<file path="config.mk">
export PLATFORM = sky130hd
export DESIGN_NAME = instr_seq_ctrl
export DESIGN_NICKNAME = d
export VERILOG_FILES = /design/src/rtl/instr_seq_ctrl.sv
export SDC_FILE = /design/constraint.sdc
export NUM_CORES = 1
export LEC_CHECK = 0
export CAP_MARGIN = 15
export CORE_MARGIN = 10
export CORE_UTILIZATION = 56
export DETAILED_ROUTE_END_ITERATION = 10
export DONT_BUFFER_PORTS = 1
export MAX_ROUTING_LAYER = met4
export PLACE_DENSITY = 0.81
export SLEW_MARGIN = 20
export SYNTH_ARGS = -nofsm -noshare
export SYNTH_HDL_FRONTEND = slang
export SYNTH_SLANG_ARGS = --single-unit
</file>
<file path="constraint.sdc">
create_clock -name clk -period 1.6 [get_ports clk]
set_clock_uncertainty 0.05 [all_clocks]
set_input_delay 0.32 -clock clk [delete_from_list [all_inputs] [get_ports clk]]
set_output_delay 0.32 -clock clk [all_outputs]
set_load 0.01 [all_outputs]
</file>
<file path="src/rtl/instr_seq_ctrl.sv">
// instr_seq_ctrl: multi-cycle FETCH/DECODE/EXEC/MEM/WB sequencer; define SEQ_TIMEOUT_EN for the fetch/mem wait timeout
module instr_seq_ctrl #(
  parameter int TIMEOUT = 255,
  parameter int CNT_W = 32
) (
  input  logic             clk,
  input  logic             rst_n,
  input  logic             start,
  input  logic             halt_req,
  output logic             IMEM_req,
  input  logic             IMEM_ready,
  input  logic [31:0]      INSTR_in,
  output logic             DMEM_req,
  output logic             DMEM_we,
  input  logic             DMEM_ready,
  output logic [31:0]      INSTR,
  output logic             IR_we,
  output logic             PC_en,
  output logic             RF_we,
  output logic             busy,
  output logic             halted,
  output logic             timeout_err,
  output logic [CNT_W-1:0] instr_count
);
  typedef enum logic [2:0] {IDLE, FETCH, DECODE, EXEC, MEM, WB, HALT} state_t;
  state_t state, nxt;
  logic is_ld, is_st, is_br, is_sys, to;
  assign is_ld  = INSTR[6:0] == 7'b0000011;
  assign is_st  = INSTR[6:0] == 7'b0100011;
  assign is_br  = INSTR[6:0] == 7'b1100011;
  assign is_sys = INSTR[6:0] == 7'b1110011;
  assign IR_we  = state == FETCH && IMEM_ready;
`ifdef SEQ_TIMEOUT_EN
  localparam int TW = $clog2(TIMEOUT + 1);
  logic [TW-1:0] wcnt;
  // the wait cycle that would bring the counter to TIMEOUT aborts unless ready arrives
  assign to = wcnt == TW'(TIMEOUT - 1);
  always_ff @(posedge clk or negedge rst_n)
    if (!rst_n) begin
      wcnt <= '0;
      timeout_err <= 1'b0;
    end else begin
      wcnt <= ((state == FETCH || state == MEM) && nxt == state) ? wcnt + 1'b1 : '0;
      if ((state == FETCH || state == MEM) && nxt == HALT) timeout_err <= 1'b1;
    end
`else
  assign to = 1'b0;
  assign timeout_err = 1'b0;
`endif
  always_comb begin
    nxt = HALT;
    case (state)
      IDLE:    nxt = (!halt_req && start) ? FETCH : IDLE;
      FETCH:   nxt = IMEM_ready ? DECODE : to ? HALT : FETCH;
      DECODE:  nxt = is_sys ? HALT : EXEC;
      EXEC:    nxt = (is_ld || is_st) ? MEM : WB;
      MEM:     nxt = DMEM_ready ? WB : to ? HALT : MEM;
      WB:      nxt = halt_req ? IDLE : FETCH;
      default: nxt = HALT;
    endcase
  end
  // outputs are registered from the next state so they track the state register exactly
  always_ff @(posedge clk or negedge rst_n)
    if (!rst_n) begin
      state <= IDLE;
      INSTR <= '0;
      instr_count <= '0;
      IMEM_req <= 1'b0;
      DMEM_req <= 1'b0;
      DMEM_we <= 1'b0;
      PC_en <= 1'b0;
      RF_we <= 1'b0;
      busy <= 1'b0;
      halted <= 1'b0;
    end else begin
      state <= nxt;
      if (IR_we) INSTR <= INSTR_in;
      if (state == WB) instr_count <= instr_count + 1'b1;
      IMEM_req <= nxt == FETCH;
      DMEM_req <= nxt == MEM;
      DMEM_we <= nxt == MEM && is_st;
      PC_en <= nxt == WB;
      RF_we <= nxt == WB && !(is_st || is_br);
      busy <= nxt != IDLE && nxt != HALT;
      halted <= nxt == HALT;
    end
endmodule

</file>
==> impl_metrics.env <==
export IMPL_status="finished, violations left"
export IMPL_violations="hold timing, setup timing"
export IMPL_async_flop_share_pct=100
export IMPL_critPathLaunchType="flip-flop"
export IMPL_routedLengthMet1_um=3220
export IMPL_cp_max_fo=8
export IMPL_antenna_cells=0
export IMPL_start_util_pct=58.0
export IMPL_critPathRequiredTime_ps=1800
export IMPL_fin_crit_sh_pct=118
export IMPL_route_vias_total=2212
export IMPL_dpl_cell_area_mm2=0.00364
export IMPL_synth_ff_type="dfrtp_1"
export IMPL_die_area_mm2=0.00916
export IMPL_syn_avg_cell_area_um2=12.8
export IMPL_max_cap_viol_count=0
export IMPL_cts_tree="done"
export IMPL_hold_path_class="in2async"
export IMPL_synthXorXnorAreaFrac_pct=8.45
export IMPL_fin_setup_tns_ps=-2640
export IMPL_crit_type="reg2reg"
export IMPL_coreArea_mm2=0.00554
export IMPL_fin_hold_ws_ps=-381
export IMPL_cts_sinks=74
export IMPL_drt_iter0_markers=67
export IMPL_drtPass1Iterations=4
export IMPL_grt_pass1_wl_um=12800
export IMPL_syn_to_final_growth_pct=31.4
export IMPL_synth_fa_ha_area_share_pct=0.390
export IMPL_place_ws_ps=-228
export IMPL_finalNonFillerCells=390
export IMPL_synth_top_family_by_area="simple AND/OR/NAND/NOR gates"
export IMPL_netlist_area_mm2=0.00321
export IMPL_dpl_cell_count=359
export IMPL_p_per_area_mw_per_mm2=1490
export IMPL_port_buffers=0
export IMPL_yosys_mux_area_fraction_pct=11.6
export IMPL_p_leak_nw=2.12
export IMPL_met3_length_um=1000
export IMPL_via_per_inst=5.67
export IMPL_drive_gt1_share_pct=46.9
export IMPL_hold_violations=74
export IMPL_wl_um=8550
export IMPL_total_power_mw=6.29
export IMPL_grt_pass1_vias=2469
export IMPL_final_area_mm2=0.00422
export IMPL_grt_max_degree=75
export IMPL_clk_pin_slew_ps=80
export IMPL_die_h_um=95.7
export IMPL_yosys_warnings=0
export IMPL_cts_inserted_buffers=9
export IMPL_synth_edff_count=0
export IMPL_wl_met2_um=4250
export IMPL_place_congestion=0.805
export IMPL_num_rows=27
export IMPL_clk_latency_ps=340
export IMPL_r2r_slack_ps=-290
export IMPL_ir_worst_vdd_v=0.00112
export IMPL_synth_cell_types=46
export IMPL_h_tree_depth=3
export IMPL_finalSetupViolations=20
export IMPL_grt_overflow=0
export IMPL_report_final_slew_viol_count=0
export IMPL_ios=111
export IMPL_grt_total_usage_pct=18.7
export IMPL_top_layer_used="met4"
export IMPL_min_period_ps=1890
export IMPL_dp_hpwl_um=5370
export IMPL_rsz0062_at_grt="yes"
export IMPL_final_util_pct=76.2
export IMPL_clockBufferDepth=2
export IMPL_clock_fmax_mhz=529
export IMPL_nNetsFinal=352
export IMPL_syn_inst=251
export IMPL_ys_ff_latch=74
export IMPL_synth_simple_area_share_pct=15.8
export IMPL_drcViolationCount=0
export IMPL_setup_ws_ps=-291
export IMPL_nFillCells=333
export IMPL_cp_arrival_ps=2090
export IMPL_worst_setup_path_end_kind="flip-flop"
export IMPL_antenna_left=0
export IMPL_syn_nets=290
export IMPL_ys_seq_area_share_pct=57.7
export IMPL_die_w_um=95.7
export IMPL_root_buffer="clkbuf_8"
export IMPL_wl_per_cell_um=21.9
export IMPL_antenna_found_initial=0
export IMPL_synth_compound_area_share_pct=2.96
-- cells in the final DEF, fill, tap and decap left out, types with 4 or more instances in the layout --
master	synthesis	final
inv_1	8	8
buf_6	1	5
dfrtp_2	0	4
nand3_2	3	4
nand4_1	4	4
nand3_1	6	5
clkbuf_8	0	11
nand2_1	15	14
nor4_4	1	10
mux2_2	33	33
dfrtp_1	74	70
xor2_1	20	20
nor3_4	0	4
buf_4	1	53
xnor2_1	11	11
nor2_1	8	7
-- path summary, 6_finish.rpt --
kind	cells after the start	from	end
worst max register to register	5	instr_count[12]	instr_count[24]
worst min register to register	1	instr_count[31]	instr_count[31]
worst min-delay path	0	rst_n	PC_en
min in group clk	1	INSTR_in[12]	INSTR[12]
worst max-delay path	5	instr_count[12]	instr_count[24]
max in group asynchronous	0	rst_n	INSTR[25]
-- flip-flops by register name, summed over array words and instances (netlist names) --
register and flops:
PC_en 1, DMEM_we 1, busy 1, IMEM_req 1, RF_we 1, INSTR 32, halted 1, state 3
DMEM_req 1, instr_count 32
-- critical path, cell delays in order (launching register included) --
cell and delay, ps:
dfrtp_2 370, nand3_2 70, or4_4 560, buf_4 210, nor4_4 310, xor2_1 230
-- metal layers --
metal  up-vias  GRT usage [%]
li1       1001              -
met1      1097           21.0
met2       105           29.7
met5         -              -
met3         9           8.25
met4         0           5.65
-- area by class of cell --
cell class	count	area, µm²	share of cell area [%]
inverter	8	30.0	0.712
sequential	74	1860	44.0
clock buffer	12	155	3.68
clock inverter	4	50.0	1.19
multi-input combinational	158	1500	35.5
timing repair buffer	62	539	12.8
tap	72	90.1	2.13
-- synth_stat cells (all sizes together) (4+ instances only) --
master / count / area, µm²
nor2: 8 / 30.0
and4: 4 / 35.0
inv: 8 / 30.0
nor4: 12 / 109
dfrtp: 74 / 1850
nor3: 7 / 35.0
xor2: 20 / 175
buf: 7 / 52.5
clkbuf: 4 / 15.0
nand4: 5 / 37.5
xnor2: 11 / 96.3
nand2: 15 / 56.3
nand3: 9 / 60.1
mux2: 33 / 372
-- what timing repair did --
| item | 4_1_cts | 5_1_grt |
|---|---|---|
| pin swaps | 6 | 12 |
| hold endpoints to repair | 74 | 74 |
| buffers inserted | 9 | 5 |
| resized for setup | 21 | 24 |
| cloned | 1 | 1 |
| setup endpoints to repair | 19 | 58 |
-- power by group --
group | switching (mW) | internal (mW) | total (mW)
clock | 0.664 | 0.804 | 1.47
sequential | 0.646 | 2.43 | 3.07
combinational | 0.692 | 1.05 | 1.75
-- cells by family after synthesis --
group	after synthesis
buffers and inverters	19
adder cells (fa/ha/maj)	1
multiplexers	33
XOR/XNOR	31
other	1
AO/OA/AOI/OAI	13
AND/OR/NAND/NOR	79
flip-flops	74
(Power assumes the default switching activity.)
